### config.mk
export PLATFORM = sky130hd
export DESIGN_NAME = acc_writeback
export DESIGN_NICKNAME = d
export VERILOG_FILES = /design/src/rtl/acc_writeback_pkg.sv /design/src/rtl/acc_wb_fifo.sv /design/src/rtl/acc_writeback.sv
export SDC_FILE = /design/constraint.sdc
export NUM_CORES = 1
export LEC_CHECK = 0
export BUFFER_PORTS_ARGS = -buffer_cell sky130_fd_sc_hd__buf_2
export CORE_MARGIN = 2
export CORE_UTILIZATION = 55
export DETAILED_ROUTE_END_ITERATION = 8
export MAX_ROUTING_LAYER = met4
export PLACE_DENSITY = 0.8
export SLEW_MARGIN = 40
export SYNTH_ARGS = -nofsm -noshare
export SYNTH_HDL_FRONTEND = slang
export SYNTH_HIERARCHICAL = 1
export SYNTH_SLANG_ARGS = --single-unit
### constraint.sdc
create_clock -name clk -period 4.4 [get_ports clk]
set_input_delay 0.88 -clock clk [delete_from_list [all_inputs] [get_ports clk]]
set_output_delay 0.88 -clock clk [all_outputs]
set_load 0.01 [all_outputs]
### src/rtl/acc_writeback_pkg.sv
// Shared accelerator write-back definitions: FSM encoding, sizing defaults
// and the byte stride between consecutive result words.
package acc_writeback_pkg;

    localparam int FIFO_DEPTH_DEFAULT = 16;
    localparam int SLACK_DEFAULT      = 4;

    localparam logic [31:0] ADDR_STRIDE = 32'd4;

    typedef logic [1:0] wb_state_t;

    localparam wb_state_t ST_IDLE  = 2'd0;
    localparam wb_state_t ST_RUN   = 2'd1;
    localparam wb_state_t ST_DRAIN = 2'd2;
    localparam wb_state_t ST_DONE  = 2'd3;

    function automatic logic [15:0] sat_inc16(input logic [15:0] value);
        return (value == 16'hFFFF) ? value : value + 16'd1;
    endfunction

endpackage

### src/rtl/acc_wb_fifo.sv
// Synchronous result FIFO with a registered head word; a push while full is
// refused (no bypass through a simultaneous pop).
module acc_wb_fifo #(
    parameter int DEPTH = 16,
    parameter int W     = 32,
    parameter int CW    = $clog2(DEPTH) + 1
) (
    input  logic          clk,
    input  logic          rst_n,
    input  logic          push,
    input  logic [W-1:0]  din,
    input  logic          pop,
    output logic [W-1:0]  head,
    output logic          empty,
    output logic          full,
    output logic [CW-1:0] count
);
    localparam int AW = $clog2(DEPTH);

    logic [W-1:0]  mem [DEPTH];
    logic [AW-1:0] wr_ptr_reg;
    logic [AW-1:0] rd_ptr_reg;
    logic [AW-1:0] rd_ptr_inc;
    logic [CW-1:0] count_reg;
    logic [W-1:0]  head_reg;
    logic          push_ok;
    logic          pop_ok;

    assign empty      = (count_reg == '0);
    assign full       = (count_reg == CW'(DEPTH));
    assign count      = count_reg;
    assign head       = head_reg;
    assign push_ok    = push && !full;
    assign pop_ok     = pop && !empty;
    assign rd_ptr_inc = rd_ptr_reg + 1'b1;

    always_ff @(posedge clk) begin
        if (push_ok) begin
            mem[wr_ptr_reg] <= din;
        end
    end

    always_ff @(posedge clk) begin
        if (!rst_n) begin
            wr_ptr_reg <= '0;
            rd_ptr_reg <= '0;
            count_reg  <= '0;
            head_reg   <= '0;
        end else begin
            if (push_ok) begin
                wr_ptr_reg <= wr_ptr_reg + 1'b1;
            end
            if (pop_ok) begin
                rd_ptr_reg <= rd_ptr_inc;
            end
            unique case ({push_ok, pop_ok})
                2'b10:   count_reg <= count_reg + 1'b1;
                2'b01:   count_reg <= count_reg - 1'b1;
                default: count_reg <= count_reg;
            endcase
            // Head tracks the next entry; a word entering an (about to be)
            // empty FIFO goes straight to the head register.
            if (pop_ok) begin
                if (count_reg > CW'(1)) begin
                    head_reg <= mem[rd_ptr_inc];
                end else if (push_ok) begin
                    head_reg <= din;
                end
            end else if (push_ok && empty) begin
                head_reg <= din;
            end
        end
    end

endmodule

### src/rtl/acc_writeback.sv
// Buffers accelerator results and writes them to consecutive word addresses,
// throttling the accelerator through bus_free and pulsing done_o per layer.
module acc_writeback
    import acc_writeback_pkg::*;
#(
    parameter int FIFO_DEPTH = FIFO_DEPTH_DEFAULT,
    parameter int SLACK      = SLACK_DEFAULT
) (
    input  logic        clk,
    input  logic        rst_n,
    input  logic        start,
    input  logic [31:0] base_addr,
    input  logic [31:0] data_i,
    input  logic        valid_i,
    input  logic        conv_done_i,
    output logic        bus_free,
    output logic        wr_valid,
    input  logic        wr_ready,
    output logic [31:0] wr_addr,
    output logic [31:0] wr_data,
    output logic        done_o,
    output logic        overflow_o,
    output logic [15:0] word_cnt
);
    localparam int CW = $clog2(FIFO_DEPTH) + 1;
    localparam logic [CW-1:0] FREE_LIMIT = CW'(FIFO_DEPTH - SLACK);

    wb_state_t     state_reg;
    wb_state_t     state_next;
    logic [31:0]   addr_reg;
    logic [15:0]   word_cnt_reg;
    logic          overflow_reg;
    logic          bus_free_reg;
    logic          bus_free_next;

    logic          push_en;
    logic          pop;
    logic          fifo_empty;
    logic          fifo_full;
    logic [CW-1:0] fifo_count;
    logic [CW-1:0] count_next;

    assign push_en    = valid_i && ((state_reg == ST_RUN) || (state_reg == ST_DRAIN));
    assign wr_valid   = !fifo_empty;
    assign pop        = wr_valid && wr_ready;
    assign wr_addr    = addr_reg;
    assign word_cnt   = word_cnt_reg;
    assign overflow_o = overflow_reg;
    assign bus_free   = bus_free_reg;
    assign done_o     = (state_reg == ST_DONE);

    acc_wb_fifo #(
        .DEPTH (FIFO_DEPTH),
        .W     (32),
        .CW    (CW)
    ) u_fifo (
        .clk   (clk),
        .rst_n (rst_n),
        .push  (push_en),
        .din   (data_i),
        .pop   (pop),
        .head  (wr_data),
        .empty (fifo_empty),
        .full  (fifo_full),
        .count (fifo_count)
    );

    // Occupancy after this cycle's push/pop, mirroring the FIFO's own rules.
    always_comb begin
        count_next = fifo_count;
        unique case ({push_en && !fifo_full, pop})
            2'b10:   count_next = fifo_count + 1'b1;
            2'b01:   count_next = fifo_count - 1'b1;
            default: count_next = fifo_count;
        endcase
    end

    always_comb begin
        state_next = state_reg;
        unique case (state_reg)
            ST_IDLE:  if (start)                    state_next = ST_RUN;
            ST_RUN:   if (conv_done_i)              state_next = ST_DRAIN;
            ST_DRAIN: if (fifo_empty && !push_en)   state_next = ST_DONE;
            ST_DONE:                                state_next = ST_IDLE;
            default:                                state_next = ST_IDLE;
        endcase
    end

    assign bus_free_next = ((state_next == ST_RUN) || (state_next == ST_DRAIN))
                           && (count_next <= FREE_LIMIT);

    always_ff @(posedge clk) begin
        if (!rst_n) begin
            state_reg    <= ST_IDLE;
            addr_reg     <= '0;
            word_cnt_reg <= '0;
            overflow_reg <= 1'b0;
            bus_free_reg <= 1'b0;
        end else begin
            state_reg    <= state_next;
            bus_free_reg <= bus_free_next;
            if ((state_reg == ST_IDLE) && start) begin
                addr_reg     <= base_addr;
                word_cnt_reg <= '0;
                overflow_reg <= 1'b0;
            end else begin
                if (pop) begin
                    addr_reg     <= addr_reg + ADDR_STRIDE;
                    word_cnt_reg <= sat_inc16(word_cnt_reg);
                end
                if (push_en && fifo_full) begin
                    overflow_reg <= 1'b1;
                end
            end
        end
    end

endmodule

==> metrics.txt <==
area delta synth->final 15.3%; Mapped Cells between 1,000 and 1,500; Slew @ Worst Pin 806 ps; Net Sw Power 2.74 mW; H-tree Lvls 2; placed cell count around 2,200; WP data arrival 4180 ps; DIE HEIGHT 217 um; Post-synth ARST share 0; pwr/cell area 431 mW/mm^2; RSZ-0062 raised after global routing no; Slew Viols, Final 0; Flop pwr share 0.522; Logic pwr share 0.065; Synth area leader edfxtp_1; outcome completed; core area 0.0451 mm^2; VDD IR max 0.353 mV; DRC viols 0; leakage power 9.48 nW; row count 78; via count 14,200; final setup vio count 0; Post-Layout Cell Count approximately 2,300; worst-path fanout max 13; Ports between 150 and 200; hpwl dp 32.8 mm; Cell Int Power 9.66 mW; Initial Util 0.554; Port Buf Inserts around 150; Fmax 270 MHz; Yosys cell types 67; post-CTS setup buffer count 0; Post-Syn Nets 1,548; Worst Setup End Kind register; Final Net Count 1,726; crit share post-route 0.841; first-pass GRT wire length 85.6 mm; final setup skew 52.0 ps; Hold Crit Class register to register; clk_lat worst skew 650 ps; Post-synth EDFFs 512; Clock power frac 0.412; CTS max path bufs 3; GPL Wtd Cong 0.872; ANT nets after route 0; max_slew headroom 0.462; hold_buf cts 0; Req. time, crit path between 4000 and 5000 ps; post-CTS sizing 0; Post-synth top flop edfxtp_1; DIE WIDTH 217 um; post-route setup TNS 0 ps; Hold Vio Cnt, Final 0; CTS tree built; max reg flops just over 500; gr ovfl total 0; initial antenna violation count 2; synth warn 6; # diodes 0; Worst Setup Path Type register to register; sequential share of the synthesized area 0.693; number of global-route vias before repair 14,200; GRT Util Overall 0.250; CP Launch Type register; DR pass1 iterations 7; clk sink count 609; ratio of cells with drive above 1 in the final layout 0.304; Via density 6.21; Yosys top cell area share 0.616; syn_area_per_cell about 17 um^2; largest net degree at the start of global routing between 60 and 70; max-cap viol count 0; Die Area around 0.047 mm^2; Mapped Area 0.0250 mm^2; wire per inst approximately 25 um; final WL 56.5 mm; TritonCTS Buffers between 50 and 60; sw frac 0.221; DR iter-0 viols 1,401; Yosys reg bits 609; final worst path period need 3700 ps; top post-synthesis cells by area edfxtp_1 (62%), mux4_2 (12%), dfxtp_1 (7.8%); Clock transition at path regs ~60 ps; CTS Root Cell clkbuf_16
-- worst paths after layout --
path / cells past startpoint / to / slack (ps) / start
worst max-delay path: 13 / bus_free / 700 / u_fifo/count[1]
worst min-delay path: 2 / wr_addr[1] / 470 / wr_addr[1]
worst max register to register: 13 / bus_free / 700 / u_fifo/count[1]
worst min register to register: 2 / wr_addr[1] / 470 / wr_addr[1]
-- stage by stage --
stage	hold slack (ps)	worst slack, ps	utilization	power, mW	area (um^2)
3_5_place_dp	463	760	0.594	7.40	26800
3_3_place_gp	446	890	0.593	7.35	26700
4_1_cts	471	731	0.638	12.5	28800
2_1_floorplan	481	771	-	7.04	25000
5_1_grt	512	310	0.638	12.8	28800
6_report	470	699	0.638	12.4	28800
-- synthesized netlist by cell type, drive strengths merged (8+ instances only) --
library cell,n
nand2b,38
dfxtp,97
edfxtp,512
xnor2,30
ha,20
nand2,92
o21ai,60
and2,15
nor2,54
nor3,13
nand4,12
a211oi,12
buf,36
a21oi,64
a221oi,32
xor2,26
a21o,32
nor4,8
nand3,17
clkbuf,44
inv,21
mux4,128
mux2,32
-- cell usage in the layout (no fill, tap or decap), drive strengths merged, types with 20 or more instances in the layout --
cell / netlist / final
a21oi: 64 / 64
o21ai: 60 / 60
ha: 20 / 20
edfxtp: 512 / 512
mux2: 32 / 32
buf: 36 / 197
inv: 21 / 22
xor2: 26 / 26
nand2b: 38 / 38
xnor2: 30 / 30
a221oi: 32 / 32
a21o: 32 / 32
nand2: 92 / 92
nor2: 54 / 54
clkinv: 0 / 20
clkbuf: 44 / 81
dfxtp: 97 / 97
mux4: 128 / 128
-- routing by layer --
layer / GRT usage / wire length, um / part of all wire
met1: 0.333 / 22600 / 0.40
met2: 0.398 / 27600 / 0.49
met3: 0.0443 / 4670 / 0.083
met4: 0.0774 / 1630 / 0.029
met5: - / 0 / 0
-- power by group through the flow --
| stage | clock [mW] | combinational (mW) | sequential, mW |
|---|---|---|---|
| after floorplan | 0 | 0.441 | 6.60 |
| after global placement | 0 | 0.761 | 6.59 |
| after detailed placement | 0 | 0.801 | 6.60 |
| after CTS | 5.19 | 0.811 | 6.48 |
| after global routing | 5.43 | 0.879 | 6.49 |
| final | 5.12 | 0.811 | 6.48 |
-- cell families (layout without fill, tap and decap cells) --
family | after synthesis | in the layout | share of synthesized area
DFF | 609 | 609 | 0.693
muxes | 167 | 167 | 0.133
buffers and inverters | 101 | 330 | 0.0197
and+or+nand+nor | 284 | 284 | 0.0608
adders and majority gates | 20 | 20 | 0.0100
xor gates and xnor gates | 56 | 56 | 0.0199
AOI/OAI and AO/OA | 221 | 221 | 0.0634
-- worst max-delay path: stages, from the launching register on --
cell       delay (ps)
dfxtp_1           560
inv_1             140
ha_1              230
or4b_4            230
inv_2              70
nor2b_1           390
ha_1              390
xor2_1            110
ha_1              240
or3b_2            450
a211oi_1          300
a2111oi_0         100
a311oi_1          300
a211oi_1           70
-- cell type report --
cell class / count / area, um^2
clock buffers: 81 / 1600
flip-flops and latches: 609 / 17300
multi-input cells: 748 / 7370
clock inverters: 31 / 389
well taps: 600 / 751
inverters: 21 / 78.8
repair buffers: 197 / 1270
fillers: 3097 / 16300
Note: power is estimated with default switching activity, not from simulation.
